--- config.mk ---
export PLATFORM = sky130hd
export DESIGN_NAME = spi_inst_master
export DESIGN_NICKNAME = d
export VERILOG_FILES = /design/src/rtl/spi_inst_master.sv
export SDC_FILE = /design/constraint.sdc
export NUM_CORES = 1
export LEC_CHECK = 0
export ABC_CLOCK_PERIOD_IN_PS = 2160
export CORE_ASPECT_RATIO = 0.7
export CORE_UTILIZATION = 52
export DETAILED_ROUTE_END_ITERATION = 12
export PLACE_DENSITY_LB_ADDON = 0.1
export SYNTH_ARGS = -nofsm -noshare
export SYNTH_HDL_FRONTEND = slang
export SYNTH_SLANG_ARGS = --single-unit
--- constraint.sdc ---
create_clock -name clk -period 2.16 [get_ports clk]
set_input_delay 0.324 -clock clk [delete_from_list [all_inputs] [get_ports clk]]
set_output_delay 0.324 -clock clk [all_outputs]
set_load 0.02 [all_outputs]
--- src/rtl/spi_inst_master.sv ---
// SPI master that sends one 8-bit calculator instruction frame {0, op, data} per accepted request.
// Frames go MSB first. mosi only changes alongside an sclk rise, so the slave can sample it on sclk falling edges.
module spi_inst_master #(
  parameter int CLK_DIV = 4,
  parameter int GAP     = 8
) (
  input  logic       clk,
  input  logic       rst,
  input  logic       req_valid,
  input  logic [2:0] req_op,
  input  logic [3:0] req_data,
  output logic       req_ready,
  output logic       sclk,
  output logic       ss,
  output logic       mosi,
  output logic       frame_done
);

  localparam int PH_MAX = (CLK_DIV > GAP) ? CLK_DIV : GAP;
  localparam int PH_W   = $clog2(PH_MAX);
  localparam logic [PH_W-1:0] DIV_LOAD = PH_W'(CLK_DIV - 1);
  localparam logic [PH_W-1:0] GAP_LOAD = PH_W'(GAP - 1);

  typedef enum logic [2:0] {
    S_IDLE,
    S_SETUP,
    S_HIGH,
    S_LOW,
    S_HOLD,
    S_GAP
  } state_t;

  state_t          state;
  logic [PH_W-1:0] phase;
  logic [2:0]      bit_cnt;
  // Only op/data are stored; the leading start bit is always zero and is driven directly in SETUP.
  logic [6:0]      shreg;
  logic            phase_end;
  logic            accept;

  assign req_ready = (state == S_IDLE);
  assign phase_end = (phase == '0);
  assign accept    = req_ready && req_valid;

  // Control: state, phase timer and registered SPI pins
  always_ff @(posedge clk) begin
    if (rst) begin
      state      <= S_IDLE;
      phase      <= '0;
      sclk       <= 1'b0;
      ss         <= 1'b1;
      mosi       <= 1'b1;
      frame_done <= 1'b0;
    end else begin
      frame_done <= 1'b0;
      if (!phase_end) phase <= phase - PH_W'(1);
      case (state)
        S_IDLE: begin
          if (req_valid) begin
            state <= S_SETUP;
            phase <= DIV_LOAD;
            ss    <= 1'b0;
            mosi  <= 1'b0;
          end
        end
        S_SETUP: begin
          if (phase_end) begin
            state <= S_HIGH;
            phase <= DIV_LOAD;
            sclk  <= 1'b1;
          end
        end
        S_HIGH: begin
          if (phase_end) begin
            state <= S_LOW;
            phase <= DIV_LOAD;
            sclk  <= 1'b0;
          end
        end
        S_LOW: begin
          if (phase_end) begin
            phase <= DIV_LOAD;
            // bit_cnt wraps to zero after the eighth falling edge
            if (bit_cnt == 3'd0) begin
              state <= S_HOLD;
            end else begin
              state <= S_HIGH;
              sclk  <= 1'b1;
              mosi  <= shreg[6];
            end
          end
        end
        S_HOLD: begin
          if (phase_end) begin
            state      <= S_GAP;
            phase      <= GAP_LOAD;
            ss         <= 1'b1;
            mosi       <= 1'b1;
            frame_done <= 1'b1;
          end
        end
        S_GAP: begin
          if (phase_end) state <= S_IDLE;
        end
        default: state <= S_IDLE;
      endcase
    end
  end

  // Data: frame shift register and bit counter, loaded on accept
  always_ff @(posedge clk) begin
    if (accept) begin
      shreg   <= {req_op, req_data};
      bit_cnt <= 3'd0;
    end else begin
      if (state == S_HIGH && phase_end) bit_cnt <= bit_cnt + 3'd1;
      if (state == S_LOW && phase_end && bit_cnt != 3'd0) shreg <= {shreg[5:0], 1'b0};
    end
  end

endmodule

==> results of run 1 <==
-- stage by stage --
| step | cells | power, mW | utilization | cell area [um2] | hold slack, ns |
|---|---|---|---|---|---|
| 2_1_floorplan | 110 | 1.26 | - | 1040 | 0.479 |
| 3_3_place_gp | 142 | 1.45 | 0.637 | 1190 | 0.470 |
| 3_5_place_dp | 142 | 1.47 | 0.637 | 1190 | 0.485 |
| 4_1_cts | 146 | 1.79 | 0.666 | 1240 | 0.515 |
| 5_1_grt | 146 | 1.91 | 0.666 | 1240 | 0.538 |
| 6_report | 146 | 1.78 | 0.666 | 1240 | 0.513 |
-- worst reg2reg max path, stage by stage, from the launching register on --
cell     delay [ns]
dfxtp_1        0.69
and3b_1        0.31
nor2b_1        0.21
a21o_1         0.32
-- power by group --
| group | leakage, nW | internal [mW] | switching, mW |
|---|---|---|---|
| registers | 0.174 | 0.548 | 0.123 |
| clock network | 0.0279 | 0.188 | 0.121 |
| logic | 0.312 | 0.352 | 0.449 |
| total | 0.514 | 1.09 | 0.694 |
-- registers in the layout (all words and copies together) (netlist names) --
name,count
bit_cnt,3
frame_done,1
mosi,1
phase,3
sclk,1
shreg,7
ss,1
state,3
-- placed cells by master, fill, tap and decap left out, drive strengths merged, types with 2 or more instances in the layout --
cell type      instances
edfxtp                 7
inv                    5
a311oi                 2
nand3                  2
a21oi                  4
nor2                   8
o21a                   2
nand2                 21
o21ai                  3
nor2b                  4
mux2i                  3
buf                    2
nor3                   4
and2                   2
ha                     4
a211oi                 3
clkdlybuf4s50         14
xnor2                  2
dfxtp                 13
and3                   2
clkbuf                 3
-- how the worst max path moves through the flow --
stage                                     start  slack, ns  depth (start not counted)                      to
after CTS                 state[1]$_SDFFE_PP0P_       0.12                          2               req_ready
after floorplan           state[0]$_SDFFE_PP0P_       0.45                          5  shreg[0]$_SDFFCE_PP0P_
after detailed placement  state[1]$_SDFFE_PP0P_       0.34                          3      shreg[1]$_DFFE_PP_
final                     state[1]$_SDFFE_PP0P_       0.13                          2               req_ready
after global placement    state[1]$_SDFFE_PP0P_       0.43                          3  shreg[0]$_SDFFCE_PP0P_
after global routing      state[1]$_SDFFE_PP0P_       0.05                          2               req_ready
-- metal layers --
layer	track usage	wire length [um]
met5	0	0
met4	0.0563	12
met3	0.0693	103
met2	0.352	925
met1	0.270	990
-- cell families after synthesis --
family | count (synthesis)
compound gates | 21
xor+xnor | 3
fa+ha+maj | 4
buf+inv | 11
flops | 20
mux | 3
simple gates | 48
-- final cells by class --
class                      instances  area (um2)  share of cell area
timing repair buffer              16         155               0.125
clock inverter                     1        30.0              0.0241
tap                               22        27.5              0.0221
inverter                           5        18.8              0.0151
multi-input combinational         79         520               0.418
sequential                        20         470               0.378
clock buffer                       3        22.5              0.0181
==> results.cfg, run 1 <==
[layout]
nets = 139
fill_cells = 157
area_delta_synth_final_pct = 19.2
drive_gt1_frac = 0.0968
num_antenna_cells = 0

[sta]
finalMaxSlewViolations = 0
grt_setup_unrepaired = no
setup_violations = 0
min_period_over_period = 0.941
setup_tns_ns = 0
skew_ns = 0.0115
finalCriticalPeriod_ns = 2.03
max-slew-margin-rel = 0.631
tightestPinTransition_ns = 0.553
max_freq_ghz = 0.492
fin_ws_ns = 0.128
hold_violations = 0

[clock_network]
cts_sinks = 20
cts_resized = 0
clock_path_buffers = 2
cts-buffers-inserted = 3
postCtsSetupBuffers = 0
hold_buffers = 0
cts_tree = done
root_buffer = clkbuf_4
cts_max_level = 1
clk_pin_slew_ns = 0.12
insertion_delay_ns = 0.31

[logic_synthesis]
synth_top_family_by_area = simple AND/OR/NAND/NOR gates
synth_seq_cells = 20
synthesis.area_mm2 = 0.00104
synth_edf_count = 7
synth_fa_ha_area_frac = 0.0479
ys_types = 38
synth.most_common_cell = nand2_1
synth_xor_area_frac = 0.0251
synth_compound_area_frac = 0.164
synth_top_area_frac = 0.249
yosysWarnings = 0
synth-simple-area-share = 0.232
synthMuxAreaShare = 0.0287
synth-async-reset-ratio = 0
synth_area_leaders = dfxtp_1 25%, edfxtp_1 20%, nand2_1 7.5%
ys_seq_area_frac = 0.450
synth_cells = 110
synth_area_leader_cell = dfxtp_1
synth.net_count = 124
synth_ff_type = dfxtp_1
synth.avg_cell_area_um2 = 9.50
synth_common_cells = 21 x nand2_1, 13 x dfxtp_1, 7 x edfxtp_1, 7 x nor2_1, 5 x inv_1

[placement]
gp_congestion = 0.826
dp_slack_ns = 0.337
dp_hpwl_um = 1470
port_buffers = 14

[detailed_routing]
via_count = 827
drcViolationCount = 0
routed_wl_um = 2030
avgRoutedWirePerCell_um = 13.9
ant_nets = 0
vias_per_cell = 5.66
drt_iter0_drc = 25
firstDrtPassIters = 4

[critical_path]
worstRegToRegCells = 3
crit_type = reg2out
path_buf_inv = 1
reg2reg_to = shreg[0]$_SDFFCE_PP0P_
worstPathMaxFanout = 14
reg2reg_slack_ns = 0.32
cp_cell_sequence = nor3_4 -> clkdlybuf4s50_1
reg2reg_from = state[1]$_SDFFE_PP0P_
crit_required_ns = 1.84
path_delay_family = buffers and inverters
end_kind = output pin
cpPeakStageDelay_ns = 0.64
cp_slowest_cell = clkdlybuf4s50_1
startpoint_type = flop
worstPathArrival_ns = 1.71

[run]
maxCapViolations = 0

[grt]
grt_usage = 0.212
grt_max_degree = 15
grt_pass1_vias = 698
antenna_found_initial = 0
gr-total-overflow = 0
grt_pass1_wl_um = 3320

[floorplan]
io-pin-count = 15
coreArea_mm2 = 0.00187
initial_core_util = 0.559
dieArea_mm2 = 0.00220
die_w_um = 55.6
rows = 13
die_h_um = 39.5

[worst_hold_path]
whs_path_depth = 1
hp-class = reg2reg
hold_path_end = ss$_SDFFE_PP1P_
hp-start = ss$_SDFFE_PP1P_

[status]
status = completed

[power]
p_leak_nw = 0.514
ir_drop_mv = 0.882
power.density_mw_per_mm2 = 1430
Note: power is estimated with default switching activity, not from simulation.
==> run 2: changes to the inputs <==
Settings changed: TNS_END_PERCENT set to 10.
==> results of run 2 <==
Final layout, timing and power as in run 1 (identical DEF).
==> run 3: changes to the inputs <==
Settings changed: CTS_CLUSTER_SIZE set to 20.
==> results of run 3 <==
Final layout, timing and power as in run 1 (identical DEF).
